==> src/rtl/cu_seq.sv <==
// cu_seq: control-unit sequencer for a small accumulator CPU.
// Steps through FETCH (steps 0-4) and EXEC (steps 5-7). Each step raises
// the datapath strobes for the current instruction.
// Ports:
//   clk, reset_n          clock and asynchronous active-low reset
//   cpu_run, busy         run enable / downstream stall (either one freezes the sequencer)
//   resume                single-cycle pulse that leaves HALT
//   opcode, operand       current instruction (CIR) and its operand (AR)
//   flags                 {Z,N,C,V}
//   pc_* .. uart_send     one-bit datapath strobes
//   reg_in, reg_out       one-hot register-file write/read strobes (bit 2 is the accumulator, tied 0)
//   step, state           current step and state (IDLE=0, FETCH=1, EXEC=2, HALT=3)
//   halted, illegal       in HALT / sticky illegal-instruction flag
module cu_seq #(
    parameter int         NREG      = 8,
    parameter int         STEP_W    = 4,
    parameter logic [7:0] UART_ADDR = 8'hFE
) (
    input  logic              clk,
    input  logic              reset_n,
    input  logic              cpu_run,
    input  logic              busy,
    input  logic              resume,
    input  logic [7:0]        opcode,
    input  logic [7:0]        operand,
    input  logic [3:0]        flags,
    output logic              pc_out,
    output logic              pc_inc,
    output logic              pc_in,
    output logic              mar_in,
    output logic              mdr_in,
    output logic              cir_in,
    output logic              cir_out,
    output logic              ar_in,
    output logic              ar_out,
    output logic              ram_in,
    output logic              ram_out,
    output logic              flag_in,
    output logic              acc_in,
    output logic              acc_out,
    output logic              acc_sel,
    output logic              uart_load,
    output logic              uart_send,
    output logic [NREG-1:0]   reg_in,
    output logic [NREG-1:0]   reg_out,
    output logic [STEP_W-1:0] step,
    output logic [1:0]        state,
    output logic              halted,
    output logic              illegal
);

    typedef enum logic [1:0] {
        ST_IDLE  = 2'd0,
        ST_FETCH = 2'd1,
        ST_EXEC  = 2'd2,
        ST_HALT  = 2'd3
    } state_t;

    localparam logic [3:0]        NREG_LIM = 4'(NREG);
    localparam logic [STEP_W-1:0] STEP_0   = STEP_W'(0);
    localparam logic [STEP_W-1:0] STEP_1   = STEP_W'(1);
    localparam logic [STEP_W-1:0] STEP_2   = STEP_W'(2);
    localparam logic [STEP_W-1:0] STEP_3   = STEP_W'(3);
    localparam logic [STEP_W-1:0] STEP_4   = STEP_W'(4);
    localparam logic [STEP_W-1:0] STEP_5   = STEP_W'(5);
    localparam logic [STEP_W-1:0] STEP_6   = STEP_W'(6);
    localparam logic [STEP_W-1:0] STEP_7   = STEP_W'(7);

    // Branch condition for JMP/Jcc; flags = {Z,N,C,V}.
    function automatic logic jcc_taken(input logic [7:0] op, input logic [3:0] f);
        case (op)
            8'h14:   jcc_taken = 1'b1;
            8'h15:   jcc_taken = f[3];
            8'h16:   jcc_taken = ~f[3];
            8'h17:   jcc_taken = f[1];
            8'h18:   jcc_taken = ~f[1];
            8'h19:   jcc_taken = ~f[2];
            8'h1A:   jcc_taken = f[2];
            8'h1B:   jcc_taken = f[0];
            8'h1C:   jcc_taken = ~f[0];
            default: jcc_taken = 1'b0;
        endcase
    endfunction

    // One-hot register strobe. Index 2 is the accumulator, so it never shows here.
    function automatic logic [7:0] onehot_reg(input logic [2:0] idx);
        onehot_reg = (8'd1 << idx) & 8'hFB;
    endfunction

    state_t              state_r;
    logic [STEP_W-1:0]   step_r;
    logic                illegal_r;

    logic [1:0]          mode_s;
    logic [2:0]          dest_s;
    logic [2:0]          src_s;
    logic                opnd_ok_s;
    logic                is_uart_s;
    logic                run_s;
    logic                active_s;
    logic                dec_acc_in_s;
    logic                dec_acc_out_s;
    logic [7:0]          dec_reg_in_s;
    logic [7:0]          dec_reg_out_s;
    logic [7:0]          reg_in8_s;
    logic [7:0]          reg_out8_s;
    logic                illegal_s;
    logic                is_hlt_s;
    logic [STEP_W-1:0]   end_step_s;
    logic                last_s;

    assign mode_s    = operand[7:6];
    assign dest_s    = operand[5:3];
    assign src_s     = operand[2:0];
    assign opnd_ok_s = (mode_s == 2'b01) && ({1'b0, dest_s} < NREG_LIM) && ({1'b0, src_s} < NREG_LIM);
    assign is_uart_s = (operand == UART_ADDR);
    assign is_hlt_s  = (opcode == 8'h0E);
    assign run_s     = cpu_run & ~busy;
    assign active_s  = run_s & ((state_r == ST_FETCH) || (state_r == ST_EXEC));

    // Register-operand decode. It is already gated by operand legality, so an
    // illegal operand produces no strobes.
    assign dec_acc_in_s  = opnd_ok_s && (dest_s == 3'd2);
    assign dec_acc_out_s = opnd_ok_s && (src_s == 3'd2);
    assign dec_reg_in_s  = opnd_ok_s ? onehot_reg(dest_s) : 8'h00;
    assign dec_reg_out_s = opnd_ok_s ? onehot_reg(src_s) : 8'h00;

    assign reg_in  = reg_in8_s[NREG-1:0];
    assign reg_out = reg_out8_s[NREG-1:0];
    assign step    = step_r;
    assign state   = state_r;
    assign halted  = (state_r == ST_HALT);
    assign illegal = illegal_r;

    // Instruction classification: legality and the final EXEC step of each opcode.
    always_comb begin
        illegal_s  = 1'b0;
        end_step_s = STEP_5;
        case (opcode) inside
            [8'h00:8'h05]: begin
                illegal_s  = ~opnd_ok_s;
                end_step_s = opnd_ok_s ? STEP_7 : STEP_5;
            end
            [8'h06:8'h0C]: end_step_s = STEP_7;
            8'h0D:         end_step_s = STEP_5;
            8'h0E:         end_step_s = STEP_5;
            8'h0F:         end_step_s = STEP_7;
            8'h10:         end_step_s = is_uart_s ? STEP_7 : STEP_5;
            8'h11:         illegal_s  = ~opnd_ok_s;
            8'h12: begin
                illegal_s  = ~opnd_ok_s;
                end_step_s = opnd_ok_s ? STEP_6 : STEP_5;
            end
            8'h13:         end_step_s = STEP_6;
            [8'h14:8'h1C]: end_step_s = STEP_5;
            default:       illegal_s  = 1'b1;
        endcase
    end

    // A step at or beyond the final step also returns to FETCH.
    assign last_s = (step_r >= end_step_s);

    // Strobe decode. Everything is 0 outside FETCH/EXEC and while frozen.
    always_comb begin
        pc_out     = 1'b0;
        pc_inc     = 1'b0;
        pc_in      = 1'b0;
        mar_in     = 1'b0;
        mdr_in     = 1'b0;
        cir_in     = 1'b0;
        cir_out    = 1'b0;
        ar_in      = 1'b0;
        ar_out     = 1'b0;
        ram_in     = 1'b0;
        ram_out    = 1'b0;
        flag_in    = 1'b0;
        acc_in     = 1'b0;
        acc_out    = 1'b0;
        acc_sel    = 1'b0;
        uart_load  = 1'b0;
        uart_send  = 1'b0;
        reg_in8_s  = 8'h00;
        reg_out8_s = 8'h00;
        if (active_s && (state_r == ST_FETCH)) begin
            case (step_r)
                STEP_0: begin
                    pc_out = 1'b1;
                    mar_in = 1'b1;
                end
                STEP_1: mdr_in = 1'b1;
                STEP_2: cir_in = 1'b1;
                STEP_3: pc_inc = 1'b1;
                STEP_4: begin
                    cir_out = 1'b1;
                    ar_in   = 1'b1;
                end
                default: pc_out = 1'b0;
            endcase
        end else if (active_s && (state_r == ST_EXEC)) begin
            case (step_r)
                STEP_5: begin
                    case (opcode) inside
                        [8'h00:8'h05], 8'h11, 8'h12: begin
                            acc_in     = dec_acc_in_s;
                            acc_out    = dec_acc_out_s;
                            reg_in8_s  = dec_reg_in_s;
                            reg_out8_s = dec_reg_out_s;
                            acc_sel    = (opcode == 8'h12) && opnd_ok_s;
                        end
                        [8'h06:8'h0C]: acc_in = 1'b1;
                        8'h0F:         ram_out = 1'b1;
                        8'h10: begin
                            acc_out   = 1'b1;
                            uart_load = is_uart_s;
                            ram_in    = ~is_uart_s;
                        end
                        8'h13: begin
                            ar_out  = 1'b1;
                            acc_sel = 1'b1;
                            acc_in  = 1'b1;
                        end
                        [8'h14:8'h1C]: begin
                            // Flags only matter here; they are ignored on every other step.
                            ar_out = jcc_taken(opcode, flags);
                            pc_in  = jcc_taken(opcode, flags);
                        end
                        default: acc_in = 1'b0;
                    endcase
                end
                STEP_6: begin
                    case (opcode) inside
                        [8'h00:8'h0C], 8'h12, 8'h13: flag_in = 1'b1;
                        8'h0F: begin
                            ram_out = 1'b1;
                            acc_in  = 1'b1;
                            acc_sel = 1'b1;
                        end
                        8'h10:   uart_send = is_uart_s;
                        default: flag_in = 1'b0;
                    endcase
                end
                STEP_7: flag_in = (opcode == 8'h0F);
                default: flag_in = 1'b0;
            endcase
        end else begin
            pc_out = 1'b0;
        end
    end

    // Sequencer state machine: state, step counter and sticky illegal flag.
    always_ff @(posedge clk or negedge reset_n) begin
        if (!reset_n) begin
            state_r   <= ST_IDLE;
            step_r    <= STEP_0;
            illegal_r <= 1'b0;
        end else begin
            case (state_r)
                ST_IDLE: begin
                    if (cpu_run) begin
                        state_r <= ST_FETCH;
                        step_r  <= STEP_0;
                    end
                end
                ST_FETCH: begin
                    if (run_s) begin
                        if (step_r >= STEP_4) begin
                            state_r <= ST_EXEC;
                            step_r  <= STEP_5;
                        end else begin
                            step_r <= step_r + STEP_1;
                        end
                    end
                end
                ST_EXEC: begin
                    if (run_s) begin
                        if ((step_r == STEP_5) && illegal_s) begin
                            illegal_r <= 1'b1;
                        end
                        // HALT keeps step at 5; it leaves only on resume.
                        if ((step_r == STEP_5) && is_hlt_s) begin
                            state_r <= ST_HALT;
                        end else if (last_s) begin
                            state_r <= ST_FETCH;
                            step_r  <= STEP_0;
                        end else begin
                            step_r <= step_r + STEP_1;
                        end
                    end
                end
                ST_HALT: begin
                    if (resume) begin
                        state_r <= ST_FETCH;
                        step_r  <= STEP_0;
                    end
                end
                default: begin
                    state_r <= ST_IDLE;
                    step_r  <= STEP_0;
                end
            endcase
        end
    end

endmodule

==> config.mk <==
export PLATFORM = sky130hd
export DESIGN_NAME = cu_seq
export DESIGN_NICKNAME = d
export VERILOG_FILES = /design/src/rtl/cu_seq.sv
export SDC_FILE = /design/constraint.sdc
export NUM_CORES = 1
export LEC_CHECK = 0
export BUFFER_PORTS_ARGS = -buffer_cell sky130_fd_sc_hd__buf_2
export CAP_MARGIN = 20
export CORE_ASPECT_RATIO = 0.9
export CORE_MARGIN = 4
export CORE_UTILIZATION = 30
export CTS_CLUSTER_SIZE = 8
export DETAILED_ROUTE_END_ITERATION = 16
export PLACE_DENSITY = 0.52
export SKIP_CTS_REPAIR_TIMING = 1
export SLEW_MARGIN = 20
export SYNTH_ARGS = -nofsm -noshare
export SYNTH_HDL_FRONTEND = slang
export SYNTH_SLANG_ARGS = --single-unit
==> constraint.sdc <==
create_clock -name clk -period 5.23 [get_ports clk]
set_input_delay 0.7845 -clock clk [delete_from_list [all_inputs] [get_ports clk]]
set_output_delay 0.7845 -clock clk [all_outputs]
set_load 0.005 [all_outputs]
* Word level (Yosys, flattened, before mapping) *
Index checks and enable logic that the tools add are counted.

word-level totals
  word-level logic and storage cells = 204
  output and inout port bits = 41
  register bits = 7
  input bits = 25

cells by class
  bitwise gates (word level) = 9
  shift operators = 2
  eq/ne operators = 37
  order comparisons = 8
  reduce and logical (&&, ||, !) cells = 19
  add/subtract/negate cells = 1
  muxes and demuxes = 125

operators with widths
  kind                 count
  $eq 8x5->1 const B   13
  $mux 1               82
  $mux 8               10
  $mux 2               19
  $mux 4               7
  $eq 8x4->1 const B   3
  $eq 4x3->1 const B   4
  $pmux 4 s4           1
  $shl 1x3->8 const A  2
  $logic_and 1x1->1    11
  $ne 2x2->1 const B   5
  $pmux 1 s9           1
  $eq 4x2->1 const B   2
  $eq 8x8->1 const B   1
  $ge 8x1->1 const B   1
  $ge 8x3->1 const B   1
  $ge 8x5->1 const B   1
  $le 8x3->1 const B   1
  $le 8x4->1 const B   1
  $le 8x5->1 const B   1
  $pmux 1 s2           4
  $pmux 2 s4           1
  $not 1->1            7
  $eq 3x2->1 const B   2
  other kinds (16)     20

* Depth between registers and ports, before layout *
Gate-level depths: netlist of run 1.

  depth in word-level cells = 15
  gate-level depth with buffers = 12
  mapped depth without buffers = 11

* Least setup slack after synthesis of run 1 *
OpenSTA, ideal clock, no wires.

  kind = input -> register
  from = input opcode[3]
  to = register step_r[3] (netlist: step[3])
  setup slack = 2.205 ns
  cell stages on the path = 12
  setup time = 0.066 ns
  arrival time = 2.959 ns
  data required time = 5.164 ns
  path buffers = 1
  cell sequence = buf_2 or3b_1 nor3_1 a21oi_1 o22ai_1 nand2_1 ha_1 and2_1 a221oi_2 nand2_1 nor4_1 mux2_1

between the ends
  word-level cells in the longest chain between the ends = 15
  elaborated cells between the ends (all ways) = 30
  classes of those cells = 5 x order compare; 8 x eq/ne; 13 x mux; 4 x reduce/logical

RTL lines
  element                      line  RTL
  start, declared              24    input logic [7:0] opcode,
  $eq 8x5->1 (no source line)  -
  $mux 2 (9 in a row)          139   case (opcode) inside
  $ge 4x4->1                   161   assign last_s = (step_r >= end_step_s);
  $mux 4                       282   end else if (last_s) begin
  $mux 4                       280   if ((step_r == STEP_5) && is_hlt_s) begin
  $mux 4                       275   if (run_s) begin
  $pmux 4 s4                   257   case (state_r)
  end signal, assigned         270   step_r <= step_r + STEP_1;
  end signal, assigned         286   step_r <= step_r + STEP_1;
  end, declared                91    logic [STEP_W-1:0] step_r;

Parallel ways exist; a longest one is shown, timed or not. The select of a mux whose other input is x is not followed.
A chain may end at the register's enable or synchronous reset.

* Worst setup path in the final report of run 1 *
  from = register state_r[0] (netlist: state[0])
  to = output reg_in[6]

between the ends
  word-level cells in the longest chain between the ends = 6
  elaborated cells between the ends (all ways) = 8
  classes of those cells = 2 x eq/ne; 2 x mux; 1 x bitwise; 3 x reduce/logical

RTL lines
  element                                   line           RTL
  start, declared                           90             state_t state_r;
  start signal, assigned                    253            state_r <= ST_IDLE;
  start signal, assigned                    260            state_r <= ST_FETCH;
  start signal, assigned                    267            state_r <= ST_EXEC;
  $eq 2x1->1 or $eq 2x2->1 (tied branches)  119, 184, 199
  $logic_or 1x1->1                          119            assign active_s = run_s & ((state_r == ST_FETCH) || (state_r == ST_EXEC));
  $and 1x1->1                               119
  $logic_and 1x1->1                         199            end else if (active_s && (state_r == ST_EXEC)) begin
  $mux 8                                    199
  $mux 8 *                                  184            if (active_s && (state_r == ST_FETCH)) begin
  end, declared                             44             output logic [NREG-1:0] reg_in,

Mark *: on every way between the ends. The rest lies on a longest branch, timed or not.

==> results of run 1 <==
## report_power, final
part / internal [uW] / switching, uW / leakage [uW]
logic: 111 / 161 / 0.000743
registers: 69.4 / 19.5 / 0.0000918
clock network: 52.6 / 21.9 / 0.0000228
total: 233 / 203 / 0.000858
## cells in the mapped netlist, types with 3 or more instances
cell      instances  area, um^2
nand2_1          17        63.8
nor3_1           15        75.1
nor2_1           14        52.6
ha_1             11         138
inv_1            11        41.3
a21oi_1           9        45.0
nand2b_1          8        50.1
nor4_1            8        50.1
o21ai_0           8        40.0
dfrtp_1           7         175
clkbuf_1          6        22.5
mux2i_1           6        60.1
nand3_1           6        30.0
nor2b_1           6        37.5
and2_1            5        31.3
o21ai_1           5        25.0
and3_1            4        25.0
buf_4             4        30.0
o21a_1            4        30.0
nand4b_1          3        26.3
or3_1             3        18.8
## logic make-up (layout without fill, tap and decap cells)
kind of cell | Yosys count | after routing | synth area share (%)
simple gates | 102 | 102 | 41.1
compound gates | 46 | 46 | 22.3
buf+inv | 24 | 78 | 7.48
fa+ha+maj | 11 | 11 | 9.57
mux | 9 | 9 | 6.52
flops | 7 | 7 | 12.2
other cells | 1 | 2 | 0.261
xor+xnor | 1 | 1 | 0.609
## metrics by stage
stage                     hold WS, ps  utilization [%]
after CTS                         385             39.9
after global placement            466             38.9
after floorplan                   451                -
after global routing              393             39.9
final                             385             39.9
after detailed placement          465             38.9
## flip-flops by register name, summed over array words and instances (netlist names)
signal,count
state,2
step,4
illegal,1
## worst max path at each step
stage                    from          to  slack, ps  cells after the start
detailed placement  opcode[4]     step[3]       1880                     12
CTS                  state[0]  reg_out[1]       1890                      7
finish               state[0]   reg_in[6]       1850                      7
floorplan           opcode[3]     step[3]       2210                     12
global placement    opcode[4]     step[3]       1870                     11
global route         state[0]  reg_out[3]       1540                      7
## routing by layer
layer  track usage, %  share of wire (%)  vias up
met5                0                  0        -
met4             3.19               0.85        0
met3             1.10                5.0        4
met2             22.8                 45       55
met1             21.9                 49      771
li1                 -                  -      848
## layout make-up
cell class	instances	area [um^2]	area share, %
Timing Repair Buffer	63	315	17.4
Clock buffer	4	45.0	2.48
Inverter	11	41.3	2.28
Tap cell	62	77.6	4.28
Sequential cell	7	175	9.66
Multi-Input combinational cell	171	1160	63.9
## worst register-to-register path: cells and delay by family (launching register included)
family                   cells  cell delay, ps
multiplexers                 1             360
AND/OR/NAND/NOR              2             600
flip-flops                   1             420
buffers and inverters        1             100
AO/OA/AOI/OAI                1             230
adder cells (fa/ha/maj)      1             290
==> qor.txt, run 1 <==
status: finished clean
Syn Area/Cell: 7.16 um^2
Main synth FF type: dfrtp_1
design area: 1810 um^2
Netlist cell types: 55
FF-to-FF path depth: 6
Total Power: 436 uW
Slew headroom: 65.8%
Worst EP arrival: 2600 ps
Initial Util: 31.6%
CP startpoint kind: register
R2R Path Start: state[0]
CTS sink cnt: 7
Synth Instances: 201
drt wl/cell: 14.1 um
vias in the first global route: 1,534
Placed Instances: 314
slowest CP cell: nor4b_2
Cell Chain, Critical Path: inv_1 > ha_1 > nand2_1 > nor4b_2 > nand3_1 > nor3_1 > buf_2
r2r endpoint: step[3]
commonest non-fill, non-tap cells in the layout: 63 x buf_2, 17 x nand2_1, 15 x nor3_1
remaining antenna violation count after routing: 0
clock-pin slew on the worst setup and hold paths: 40 ps
final WL: 4470 um
latest clock arrival within the worst-skew pair: 220 ps
setup total negative slack: 0 ps
die area: 5970 um^2
family with the most delay on the worst path: simple AND/OR/NAND/NOR gates
leakage power: 0.000858 uW
Crit Path Max Fanout: 9
Post-DP Area: 1770 um^2
unrepaired setup endpoints after global routing: no
setup slack after layout: 1850 ps
gr ovfl total: 0
first-pass GRT wire length: 7140 um
H-tree depth: 1
CTS tree: built
commonest non-fill, non-tap cell in the layout: buf_2
Ports: 66
Max-Cap Viols: 0
HP Class: in2async
clock skew: 3.27 ps
non-filler cells, final: 318
P per Cell Area: 240 nW/um^2
Peak VDD IR: 0.000159 V
CTS Buffer Depth: 2
post-DR vias/cell: 5.28
dpl ws: 1880 ps
via count: 1,678
period utilisation layout: 64.7%
initial drt markers: 118
First-pass DRT Iterations: 4
measured slew at the worst slew-check pin: 512 ps
Area Overhead vs Synth: 26.1%
Reg2Reg Setup Slack: 3100 ps
Net count, final: 293
Crit path required time: 4450 ps
dpl hpwl: 3660 um
proportion of layout cells with a drive suffix above 1: 30.1%
Synthesis Warnings: 0
Post-synth EDFFs: 0
initial antenna violation count: 0
cell area after synthesis: 1440 um^2
final setup vio count: 0
clock root buffer: clkbuf_8
Tot GR Track Use: 14.7%
number of diodes: 0
gpl congestion: 0.956
Die X: 81 um
standard-cell rows: 23
PortBufs: 63
cts bufs inserted: 3
endpoint type of the worst setup path: primary output
f_max: 296 MHz
Tmin final: 3380 ps
CP peak stage delay: 470 ps
# DRC: 0
Seq/Total Area, Yosys: 12.2%
largest net degree at the start of global routing: 22
Yosys reg bits: 7
final-layout fill cell count: 524
hold violation count in the final report: 0
core area: 4550 um^2
final slew viol count: 0
Critical path buffers and inverters: 2
CP Class: reg2out
Die Height: 73.7 um
ys async rst share: 100%
No activity file was read; power rests on OpenSTA's default activity.
==> run 2, diff against run 1 <==
Settings changed: PLACE_DENSITY 0.52 to 0.54.
Clock period 5.23 ns to 2.8 ns, I/O delays scaled along.
==> qor.txt, run 2 (synthesis gave the netlist of run 1 again) <==
gr ovfl total: 0 (unchanged)
vias in the first global route: 1,532 (was 1,534)
HP Class: in2async (unchanged)
remaining antenna violation count after routing: 0 (unchanged)
number of diodes: 0 (unchanged)
Largest register FFs: 4 (unchanged)
post-DR vias/cell: 5.15 (was 5.28)
Crit Path Max Fanout: 5 (was 9)
setup slack after layout: 210 ps (was 1850 ps)
CP startpoint kind: register (unchanged)
Net count, final: 307 (was 293)
Area Overhead vs Synth: 36.6% (was 26.1%)
dpl ws: 23.1 ps (was 1880 ps)
clock-pin slew on the worst setup and hold paths: 40 ps (about the same)
PortBufs: 63 (unchanged)
unrepaired setup endpoints after global routing: no (unchanged)
gpl congestion: 0.849 (was 0.956)
f_max: 386 MHz
initial drt markers: 84 (was 118)
final WL: 4420 um (was 4470 um)
standard-cell rows: 23 (unchanged)
clock root buffer: clkbuf_8 (unchanged)
CTS sink cnt: 7 (unchanged)
slowest CP cell: dfrtp_1 (was nor4b_2)
Placed Instances: 328 (was 314)
H-tree depth: 1 (unchanged)
dpl hpwl: 3660 um (about the same)
r2r endpoint: step[3] (unchanged)
Worst Setup SP: state[1] (was state[0])
largest net degree at the start of global routing: 18 (was 22)
leakage power: 0.000937 uW (was 0.000858 uW)
latest clock arrival within the worst-skew pair: 230 ps (was 220 ps)
core area: 4550 um^2 (unchanged)
Logic pwr share: 65.8% (was 62.5%)
FF-to-FF path depth: 7 (was 6)
clock skew: 2.84 ps (was 3.27 ps)
Ports: 66 (unchanged)
proportion of layout cells with a drive suffix above 1: 36.7% (was 30.1%)
Worst EP arrival: 2170 ps (was 2600 ps)
status: finished clean (unchanged)
R2R Path Start: state[0] (unchanged)
cts bufs inserted: 3 (unchanged)
CP Class: reg2out (unchanged)
commonest non-fill, non-tap cell in the layout: buf_2 (unchanged)
Reg2Reg Setup Slack: 570 ps (was 3100 ps)
design area: 1970 um^2 (was 1810 um^2)
period utilisation layout: 92.5%
worst setup path end: reg_in[1] (was reg_in[6])
commonest non-fill, non-tap cells in the layout: 63 x buf_2, 17 x nand2_1, 14 x nor3_1, 14 x nor2_1, 14 x buf_4 (was 63 x buf_2, 17 x nand2_1, 15 x nor3_1)
Flop pwr share: 18.4% (was 20.4%)
hold violation count in the final report: 0 (unchanged)
Total Power: 887 uW (was 436 uW)
setup total negative slack: 0 ps (unchanged)
P per Cell Area: 451 nW/um^2 (was 240 nW/um^2)
via count: 1,711 (was 1,678)
first-pass GRT wire length: 7150 um (was 7140 um)
Max-Cap Viols: 0 (unchanged)
clock power share: 15.8% (was 17.1%)
cell internal pwr: 490 uW (was 233 uW)
final setup vio count: 0 (unchanged)
die area: 5970 um^2 (unchanged)
Cell Chain, Critical Path: inv_1 > ha_4 > nand2_1 > nor4b_4 > buf_4 > and3_1 > nand2_1 > nor3_2 > buf_2 (was inv_1 > ha_1 > nand2_1 > nor4b_2 > nand3_1 > nor3_1 > buf_2)
sw frac: 44.7% (was 46.5%)
non-filler cells, final: 332 (was 318)
switching power total: 397 uW (was 203 uW)
Crit path required time: 2380 ps (was 4450 ps)
CTS tree: built (unchanged)
# DRC: 0 (unchanged)
First-pass DRT Iterations: 4 (unchanged)
final slew viol count: 0 (unchanged)
Die X: 81 um (unchanged)
Tot GR Track Use: 14.9% (was 14.7%)
Post-DP Area: 1870 um^2 (was 1770 um^2)
Initial Util: 31.6% (unchanged)
drt wl/cell: 13.3 um (was 14.1 um)
endpoint type of the worst setup path: primary output (unchanged)
CP peak stage delay: 400 ps (was 470 ps)
Worst path most repeated cell: nand2_1
initial antenna violation count: 0 (unchanged)
Die Height: 73.7 um (unchanged)
CTS Buffer Depth: 2 (unchanged)
Tmin final: 2590 ps
Peak VDD IR: 0.000407 V (was 0.000159 V)
## run 2: worst min-delay path by stage
stage,start,end,cells after the start
6_report,reset_n,step[3],1
2_1_floorplan,reset_n,illegal,0
3_3_place_gp,reset_n,step[0],1
4_1_cts,reset_n,step[3],1
3_5_place_dp,reset_n,step[3],1
5_1_grt,reset_n,step[1],1
## run 2: through the flow
step           utilization [%]  hold WS (ps)
5_1_grt                   43.2          21.5
3_3_place_gp              41.2           261
3_5_place_dp              41.2           264
4_1_cts                   42.2          25.2
6_report                  43.2          18.7
2_1_floorplan                -           124
## run 2: layout make-up
class	count	area, um^2
Sequential cell	7	175
Clock buffer	4	45.0
Timing Repair Buffer	77	420
Fill cell	515	2580
Inverter	11	41.3
Multi-Input combinational cell	171	1210
Tap cell	62	77.6
## run 2: power by group through the flow
stage	clock (uW)	combinational [uW]	sequential [uW]
CTS	143	552	162
floorplan	0	369	160
detailed placement	0	549	163
global route	150	653	170
finish	140	584	163
global placement	0	556	163
## run 2: layer usage
layer | routed length, um | global-route usage, %
met2 | 2110 | 24.0
met3 | 179 | 1.23
met4 | 52 | 3.94
met1 | 2080 | 21.2
met5 | 0 | 0
## run 2: critical path, delay by kind of cell, from the launching register on
family	cells	cell delay, ps
flops	1	400
buf+inv	3	490
simple gates	5	820
fa+ha+maj	1	240
==> run 3, diff against run 2 <==
==> constraint.sdc (replaced) <==
create_clock -name clk -period 2.8 [get_ports clk]
set_input_delay 0.28 -clock clk [delete_from_list [all_inputs] [get_ports clk]]
set_output_delay 0.28 -clock clk [all_outputs]
set_load 0.005 [all_outputs]
==> qor.txt, run 3 (synthesis gave the netlist of run 1 again) <==
Peak VDD IR: 0.000336 V (was 0.000407 V)
Hold Slack: 412 ps (was 18.7 ps)
dpl hpwl: 3740 um (was 3660 um)
clock-pin slew on the worst setup and hold paths: 40 ps (about the same)
die area: 5970 um^2 (unchanged)
# DRC: 0 (unchanged)
initial antenna violation count: 0 (unchanged)
initial drt markers: 115 (was 84)
vias in the first global route: 1,616 (was 1,532)
Worst Setup SP: state[0] (was state[1])
f_max: 404 MHz (was 386 MHz)
M3 GR Usage: 1.84% (was 1.23%)
met1 usage: 21.4% (was 21.2%)
Net count, final: 306 (was 307)
Area Overhead vs Synth: 33.7% (was 36.6%)
period utilisation layout: 88.5% (was 92.5%)
proportion of layout cells with a drive suffix above 1: 33.8% (was 36.7%)
Ports: 66 (unchanged)
unrepaired setup endpoints after global routing: no (unchanged)
H-tree depth: 1 (unchanged)
hold violation count in the final report: 0 (unchanged)
dpl ws: 165 ps (was 23.1 ps)
Max-Cap Viols: 0 (unchanged)
Tot GR Track Use: 15.4% (was 14.9%)
area of the multi-input gates: 1170 um^2 (was 1210 um^2)
Die X: 81 um (unchanged)
final core occ: 42.3% (was 43.2%)
CTS sink cnt: 7 (unchanged)
CP Class: reg2out (unchanged)
CTS Buffer Depth: 2 (unchanged)
number of diodes: 0 (unchanged)
standard-cell rows: 23 (unchanged)
first-pass GRT wire length: 7500 um (was 7150 um)
via count: 1,688 (was 1,711)
CP startpoint kind: register (unchanged)
final WL: 4520 um (was 4420 um)
commonest non-fill, non-tap cell in the layout: buf_2 (unchanged)
Crit path required time: 2520 ps (was 2380 ps)
post-DR vias/cell: 5.10 (was 5.15)
cts bufs inserted: 3 (unchanged)
remaining antenna violation count after routing: 0 (unchanged)
PortBufs: 63 (unchanged)
final-layout fill cell count: 511 (was 515)
P per Cell Area: 442 nW/um^2 (was 451 nW/um^2)
drt wl/cell: 13.7 um (was 13.3 um)
HP Class: in2async (unchanged)
GRT Max-Usage Layer: met2 (unchanged)
First-pass DRT Iterations: 5 (was 4)
endpoint type of the worst setup path: primary output (unchanged)
grt met2 use: 25.2% (was 24.0%)
final setup vio count: 0 (unchanged)
final slew viol count: 0 (unchanged)
commonest non-fill, non-tap cells in the layout: 63 x buf_2, 17 x nand2_1, 15 x nor3_1 (was 63 x buf_2, 17 x nand2_1, 14 x nor3_1, 14 x nor2_1, 14 x buf_4)
CTS tree: built (unchanged)
core area: 4550 um^2 (unchanged)
Tmin final: 2480 ps (was 2590 ps)
status: finished clean (unchanged)
leakage power: 0.000922 uW (was 0.000937 uW)
Crit Path Max Fanout: 5 (unchanged)
FF/Latch Area: 175 um^2 (unchanged)
clock skew: 0.213 ps (was 2.84 ps)
Largest register FFs: 4 (unchanged)
largest net degree at the start of global routing: 17 (was 18)
clock root buffer: clkbuf_8 (unchanged)
Worst EP arrival: 2200 ps (was 2170 ps)
setup slack after layout: 323 ps (was 210 ps)
Die Height: 73.7 um (unchanged)
gpl congestion: 0.885 (was 0.849)
latest clock arrival within the worst-skew pair: 220 ps (was 230 ps)
setup total negative slack: 0 ps (unchanged)
Initial Util: 31.6% (unchanged)
R2R Path Start: state[0] (unchanged)
Reg2Reg Setup Slack: 620 ps (was 570 ps)
gr ovfl total: 0 (unchanged)
[run 3: area by class of cell]
class,count,area share (%)
repair buffers,76,21.6
multi-input cells,171,60.8
inverters,11,2.15
flip-flops and latches,7,9.10
well taps,62,4.03
clock buffers,4,2.34
[run 3: worst paths after layout]
path                            endpoint  cells after the start
worst max-delay path             acc_sel                      9
worst min-delay path             step[3]                      2
worst max register to register   step[3]                      7
worst min register to register   illegal                      1
max in group asynchronous       state[1]                      2
min in group clk                 illegal                      1
[run 3: power by group]
part | total, uW | switching (uW) | internal [uW]
Clock | 137 | 39.3 | 98.1
Sequential | 165 | 35.1 | 130
Combinational | 548 | 311 | 236
[run 3: routing by layer]
layer	up-vias	share of wire (%)
met5	-	0
met4	0	0.64
met3	4	5.0
met2	43	48
met1	775	46
li1	866	-
[run 3: worst max-delay path, cell delays in order, from the launching register on]
cell and delay, ps:
dfrtp_1 410, inv_1 100, ha_1 370, nand2_1 110
buf_4 130, nand4_1 170, a311oi_2 350, nand2_1 110
o21ai_1 90, buf_2 130
[run 3: stage by stage]
| stage | total power [uW] | std cells | area (um^2) |
|---|---|---|---|
| detailed placement | 714 | 326 | 1860 |
| CTS | 860 | 330 | 1900 |
| global placement | 713 | 326 | 1860 |
| floorplan | 529 | 202 | 1440 |
| finish | 850 | 331 | 1920 |
| global route | 953 | 331 | 1920 |
